[src/rtl/mc_ctrl.sv]
// mc_ctrl: main control FSM of the multi-cycle MIPS core, plus retired-instruction counter.
// Build option MC_MEM_READY_EN adds the mem_ready handshake that stalls FETCH, MEMRD and MEMWR.
module mc_ctrl #(
   parameter int unsigned CNT_W = 32
) (
   input  logic             clk,
   input  logic             reset,
   input  logic [5:0]       opcode,
   input  logic [5:0]       funct,
   input  logic             zero,
`ifdef MC_MEM_READY_EN
   input  logic             mem_ready,
`endif
   output logic             PCWrite,
   output logic [1:0]       PCSrc,
   output logic             IRWrite,
   output logic             ALUSrcA,
   output logic [1:0]       ALUSrcB,
   output logic [2:0]       ALUOp,
   output logic [1:0]       EXTOp,
   output logic             RegWrite,
   output logic [1:0]       RegDst,
   output logic [1:0]       WDSel,
   output logic             MemWrite,
   output logic [2:0]       state,
   output logic [CNT_W-1:0] retired
);

   typedef enum logic [2:0] {
      S_FETCH  = 3'd0,
      S_DECODE = 3'd1,
      S_EXE    = 3'd2,
      S_MEMRD  = 3'd3,
      S_MEMWB  = 3'd4,
      S_MEMWR  = 3'd5,
      S_ALUWB  = 3'd6
   } state_t;

   localparam logic [2:0] ALU_ADD = 3'b000;
   localparam logic [2:0] ALU_SUB = 3'b001;
   localparam logic [2:0] ALU_OR  = 3'b010;
   localparam logic [2:0] ALU_LUI = 3'b011;

   state_t state_q;
   state_t state_d;
   logic   mem_ok;

`ifdef MC_MEM_READY_EN
   assign mem_ok = mem_ready;
`else
   assign mem_ok = 1'b1;
`endif

   // Instruction decode
   logic is_r;
   logic is_addu;
   logic is_subu;
   logic is_jr;
   logic is_ori;
   logic is_lui;
   logic is_lw;
   logic is_sw;
   logic is_beq;
   logic is_j;
   logic is_jal;
   logic needs_exe;

   always_comb begin
      is_r      = (opcode == 6'b000000);
      is_addu   = is_r && (funct == 6'b100001);
      is_subu   = is_r && (funct == 6'b100011);
      is_jr     = is_r && (funct == 6'b001000);
      is_ori    = (opcode == 6'b001101);
      is_lui    = (opcode == 6'b001111);
      is_lw     = (opcode == 6'b100011);
      is_sw     = (opcode == 6'b101011);
      is_beq    = (opcode == 6'b000100);
      is_j      = (opcode == 6'b000010);
      is_jal    = (opcode == 6'b000011);
      needs_exe = is_addu | is_subu | is_ori | is_lui | is_lw | is_sw | is_beq;
   end

   always_ff @(posedge clk or posedge reset) begin
      if (reset) begin
         state_q <= S_FETCH;
      end else begin
         state_q <= state_d;
      end
   end

   logic       pc_write;
   logic [1:0] pc_src;
   logic       ir_write;
   logic       alu_src_a;
   logic [1:0] alu_src_b;
   logic [2:0] alu_op;
   logic [1:0] ext_op;
   logic       reg_write;
   logic [1:0] reg_dst;
   logic [1:0] wd_sel;
   logic       mem_write;

   always_comb begin
      state_d   = state_q;
      pc_write  = 1'b0;
      pc_src    = 2'b00;
      ir_write  = 1'b0;
      alu_src_a = 1'b0;
      alu_src_b = 2'b00;
      alu_op    = ALU_ADD;
      ext_op    = 2'b00;
      reg_write = 1'b0;
      reg_dst   = 2'b00;
      wd_sel    = 2'b00;
      mem_write = 1'b0;

      case (state_q)
         S_FETCH: begin
            alu_src_b = 2'b01;
            if (mem_ok) begin
               ir_write = 1'b1;
               pc_write = 1'b1;
               state_d  = S_DECODE;
            end
         end

         S_DECODE: begin
            // Branch target is computed here unconditionally and latched into ALUOut.
            alu_src_b = 2'b11;
            ext_op    = 2'b01;
            if (is_j || is_jal) begin
               pc_write = 1'b1;
               pc_src   = 2'b10;
               state_d  = S_FETCH;
               if (is_jal) begin
                  reg_write = 1'b1;
                  reg_dst   = 2'b10;
                  wd_sel    = 2'b10;
               end
            end else if (is_jr) begin
               pc_write = 1'b1;
               pc_src   = 2'b11;
               state_d  = S_FETCH;
            end else if (needs_exe) begin
               state_d = S_EXE;
            end else begin
               state_d = S_FETCH;
            end
         end

         S_EXE: begin
            if (is_addu || is_subu) begin
               alu_src_a = 1'b1;
               alu_src_b = 2'b00;
               alu_op    = is_subu ? ALU_SUB : ALU_ADD;
               state_d   = S_ALUWB;
            end else if (is_ori) begin
               alu_src_a = 1'b1;
               alu_src_b = 2'b10;
               alu_op    = ALU_OR;
               state_d   = S_ALUWB;
            end else if (is_lui) begin
               alu_src_b = 2'b10;
               alu_op    = ALU_LUI;
               state_d   = S_ALUWB;
            end else if (is_lw || is_sw) begin
               alu_src_a = 1'b1;
               alu_src_b = 2'b10;
               ext_op    = 2'b01;
               state_d   = is_lw ? S_MEMRD : S_MEMWR;
            end else if (is_beq) begin
               alu_src_a = 1'b1;
               alu_src_b = 2'b00;
               alu_op    = ALU_SUB;
               pc_write  = zero;
               pc_src    = 2'b01;
               state_d   = S_FETCH;
            end else begin
               state_d = S_FETCH;
            end
         end

         S_MEMRD: begin
            if (mem_ok) begin
               state_d = S_MEMWB;
            end
         end

         S_MEMWB: begin
            reg_write = 1'b1;
            reg_dst   = 2'b00;
            wd_sel    = 2'b01;
            state_d   = S_FETCH;
         end

         S_MEMWR: begin
            mem_write = 1'b1;
            if (mem_ok) begin
               state_d = S_FETCH;
            end
         end

         S_ALUWB: begin
            reg_write = 1'b1;
            reg_dst   = is_r ? 2'b01 : 2'b00;
            wd_sel    = 2'b00;
            state_d   = S_FETCH;
         end

         default: begin
            state_d = S_FETCH;
         end
      endcase
   end

   // Reset parks the FSM in FETCH, whose enables must not leak out while reset is held.
   assign PCWrite  = pc_write  & ~reset;
   assign IRWrite  = ir_write  & ~reset;
   assign RegWrite = reg_write & ~reset;
   assign MemWrite = mem_write & ~reset;
   assign PCSrc    = pc_src;
   assign ALUSrcA  = alu_src_a;
   assign ALUSrcB  = alu_src_b;
   assign ALUOp    = alu_op;
   assign EXTOp    = ext_op;
   assign RegDst   = reg_dst;
   assign WDSel    = wd_sel;
   assign state    = state_q;

   always_ff @(posedge clk or posedge reset) begin
      if (reset) begin
         retired <= '0;
      end else if ((state_q != S_FETCH) && (state_d == S_FETCH)) begin
         retired <= retired + CNT_W'(1);
      end
   end

endmodule

[config.mk]
export PLATFORM = sky130hd
export DESIGN_NAME = mc_ctrl
export DESIGN_NICKNAME = d
export VERILOG_FILES = /design/src/rtl/mc_ctrl.sv
export SDC_FILE = /design/constraint.sdc
export NUM_CORES = 1
export LEC_CHECK = 0
export ABC_AREA = 1
export CORE_UTILIZATION = 25
export CTS_CLUSTER_DIAMETER = 80
export CTS_CLUSTER_SIZE = 12
export DETAILED_ROUTE_END_ITERATION = 16
export GPL_ROUTABILITY_DRIVEN = 0
export HOLD_SLACK_MARGIN = 0.06
export PLACE_DENSITY = 0.48
export SLEW_MARGIN = 20
export SYNTH_ARGS = -nofsm -noshare
export SYNTH_HDL_FRONTEND = slang
export SYNTH_SLANG_ARGS = --single-unit
[constraint.sdc]
create_clock -name clk -period 3.5 [get_ports clk]
set_input_delay 0.35 -clock clk [delete_from_list [all_inputs] [get_ports clk]]
set_output_delay 0.35 -clock clk [all_outputs]
set_load 0.02 [all_outputs]
==> flow_summary_export.csv <==
group,metric,value,unit
pwr,leakage,1.57,nW
cts,postCtsHoldBufs,0,
pwr,p_switching,575,uW
cts,cts_resized,0,
critical_path,path_max_fanout,4,
final_layout,layout_commonest_cell,"nand2_1",
floorplanning,fp.dieArea,10900,um^2
pwr,ir_drop,137,uV
floorplanning,rows,36,
critical_path,reg2reg_slack,1.44,ns
timing,finalCriticalPeriod,2.65,ns
cts,cts_buffers,5,
pwr,pwr-share-clk,20.1,%
synthesis,avgSynthCellArea,6.36,um^2
pwr,seqPwrFrac,37.6,%
final_layout,layout-drive-gt1-share,4.21,%
pwr,combinationalPowerShare,42.3,%
detailed_routing,viasPerCell,4.47,
cts,cts_tree,"done",
critical_path,cp.required,3.15,ns
synthesis,synthMuxAreaShare,0,%
run,max_cap_violations,0,
critical_path,cp.arrival,2.30,ns
final_layout,area_delta_synth_final,32.0,%
floorplanning,die_w,104,um
detailed_routing,vias,2718,
timing,relSlewSlack,55.1,%
synthesis,synth-seq-cells,35,
global_routing,grt_overflow,0,
detailed_routing,drtAntennaViolNets,0,
detailed_routing,firstDrtPassIters,4,
detailed_routing,post-route-drc-count,0,
detailed_routing,routed_wl,7.63,mm
synthesis,synth_top_family_by_area,"simple AND/OR/NAND/NOR gates",
min_path,hold_class,"reg -> reg",
floorplanning,ios,68,
critical_path,r2r_cells,8,
cts,htree_levels,2,
critical_path,startpoint_type,"input port",
detailed_routing,wire_per_inst,12.6,um
placement,hpwl,5.95,mm
global_routing,antenna_found_initial,0,
timing,setup_viol,0,
synthesis,ys_seq_area_share,33.5,%
final_layout,nNetsFinal,492,
final_layout,final_core_util,34.7,%
timing,worst_pin_slew,0.672,ns
placement,portBuffers,65,
synthesis,ys_warn_count,0,
timing,finClkSkew,0.00352,ns
synthesis,synthAdderAreaFrac,0.479,%
cts,clk_pin_slew_worst_paths,0.07,ns
synthesis,synth_cell_types,28,
cts,post-cts-setup-buffer-count,0,
synthesis,syn_area,2610,um^2
synthesis,yosys.area_share.simple,47.8,%
synthesis,synthCells,411,
floorplanning,core_area,9950,um^2
timing,hold_viol,0,
global_routing,grt_pass1_wl,13.2,mm
critical_path,r2r-start,"retired[0]",
timing,post-route-period-util,75.8,%
critical_path,cp-end-kind,"primary output",
timing,rsz0062_at_grt,"no",
cts,cts_sinks,35,
critical_path,worstSetupEndpoint,"PCWrite",
detailed_routing,drt_iter0_drc,85,
pwr,power_switching_share,42.3,%
final_layout,final_cell_mix,"nand2_1, clkdlybuf4s50_1, nor2_1",
critical_path,crit_type,"in -> out",
cts,worstSkewPairLatency,0.29,ns
min_path,worstHoldStart,"retired[31]",
critical_path,worstSetupStartpoint,"opcode[3]",
global_routing,grt_max_degree,33,
floorplanning,die_h,104,um
critical_path,r2r_end,"retired[30]",
final_layout,n_fill_cell,1096,
cts,clockBufferDepth,2,
timing,tns,0,ns
floorplanning,initial_core_util,26.3,%
pwr,p_int,786,uW
cts,cts-root-buf,"clkbuf_8",
outcome,status,"completed",
synthesis,synth-xor-area-share,7.04,%
timing,slew_violations,0,
pwr,powerDensity,394,nW/um^2
timing,fmax,377,MHz
synthesis,synth-compound-area-share,2.15,%
final_layout,antenna_cells,0,
global_routing,grt_pass1_vias,2594,
global_routing,track_usage,15.2,%
-- routing by layer --
metal | wire, um | up-vias | global-route usage [%]
met3 | 280 | 8 | 2.82
met5 | 0 | - | 0
met1 | 3710 | 1235 | 21.0
met2 | 3560 | 58 | 24.0
met4 | 85 | 0 | 4.08
li1 | - | 1417 | -
-- synth_stat cells --
master	instances	share of area, %
nand2b_1	1	0.24
nand3_1	53	10
a21oi_4	1	0.62
buf_4	2	0.57
nand2_1	152	22
nand2_4	1	0.43
o21ai_0	1	0.19
nand3b_1	3	0.86
nor2_2	4	0.96
ha_1	1	0.48
conb_1	1	0.14
xnor2_1	4	1.3
inv_1	40	5.7
inv_2	1	0.14
nand4_2	1	0.48
buf_2	6	1.1
o22ai_1	1	0.24
nand2_2	3	0.72
nor3_1	12	2.3
a21oi_1	2	0.38
a31oi_1	3	0.72
nor4_1	1	0.24
xor2_1	17	5.7
buf_6	3	1.3
nor2_1	55	7.9
nand4_1	6	1.4
or2_2	1	0.24
dfrtp_1	35	34
-- final cells by class --
class	count	area, um^2	share of cell area, %
inverters	41	154	4.46
clock buffers	6	72.6	2.10
well taps	133	166	4.82
repair buffers	68	673	19.5
flip-flops and latches	35	876	25.4
multi-input cells	325	1510	43.7
-- metrics by stage --
step / instance area, um^2 / hold WS, ns / setup slack, ns / std cells / power [mW]
finish: 3450 / 0.539 / 0.846 / 608 / 1.36
global route: 3450 / 0.596 / 0.654 / 608 / 1.45
CTS: 3450 / 0.537 / 0.832 / 608 / 1.39
detailed placement: 3380 / 0.514 / 0.835 / 602 / 1.11
global placement: 3380 / 0.512 / 0.869 / 602 / 1.10
floorplan: 2620 / 0.504 / 1.10 / 412 / 0.911
-- worst max-delay path: stages --
cell             delay (ns)
clkdlybuf4s50_1        0.45
nor2_1                 0.20
inv_1                  0.09
nor2_2                 0.16
nand4_1                0.14
nand2_1                0.09
nand2_1                0.07
a31oi_1                0.13
clkdlybuf4s50_1        0.62
-- power by group through the flow --
stage | Sequential (mW) | Combinational (mW) | Clock (mW)
6_report | 0.511 | 0.576 | 0.274
5_1_grt | 0.519 | 0.636 | 0.300
4_1_cts | 0.513 | 0.586 | 0.286
3_5_place_dp | 0.520 | 0.585 | 0
3_3_place_gp | 0.520 | 0.584 | 0
2_1_floorplan | 0.546 | 0.365 | 0
-- cells by family after synthesis --
kind of cell | count (synthesis)
AO/OA/AOI/OAI | 8
XOR/XNOR | 21
adder cells (fa/ha/maj) | 1
buffers and inverters | 52
flip-flops | 35
other | 1
AND/OR/NAND/NOR | 293
-- sequential cells by signal (all words and copies together), names as in the netlist --
register and flops:
state 3, retired 32
-- how the worst min path moves through the flow --
stage | depth (start not counted) | endpoint | slack [ns]
detailed placement | 2 | retired[31] | 0.51
global route | 2 | retired[31] | 0.60
floorplan | 1 | retired[0] | 0.50
global placement | 2 | retired[31] | 0.51
CTS | 2 | retired[31] | 0.54
finish | 2 | retired[31] | 0.54
No activity file was read; power rests on OpenSTA's default activity.
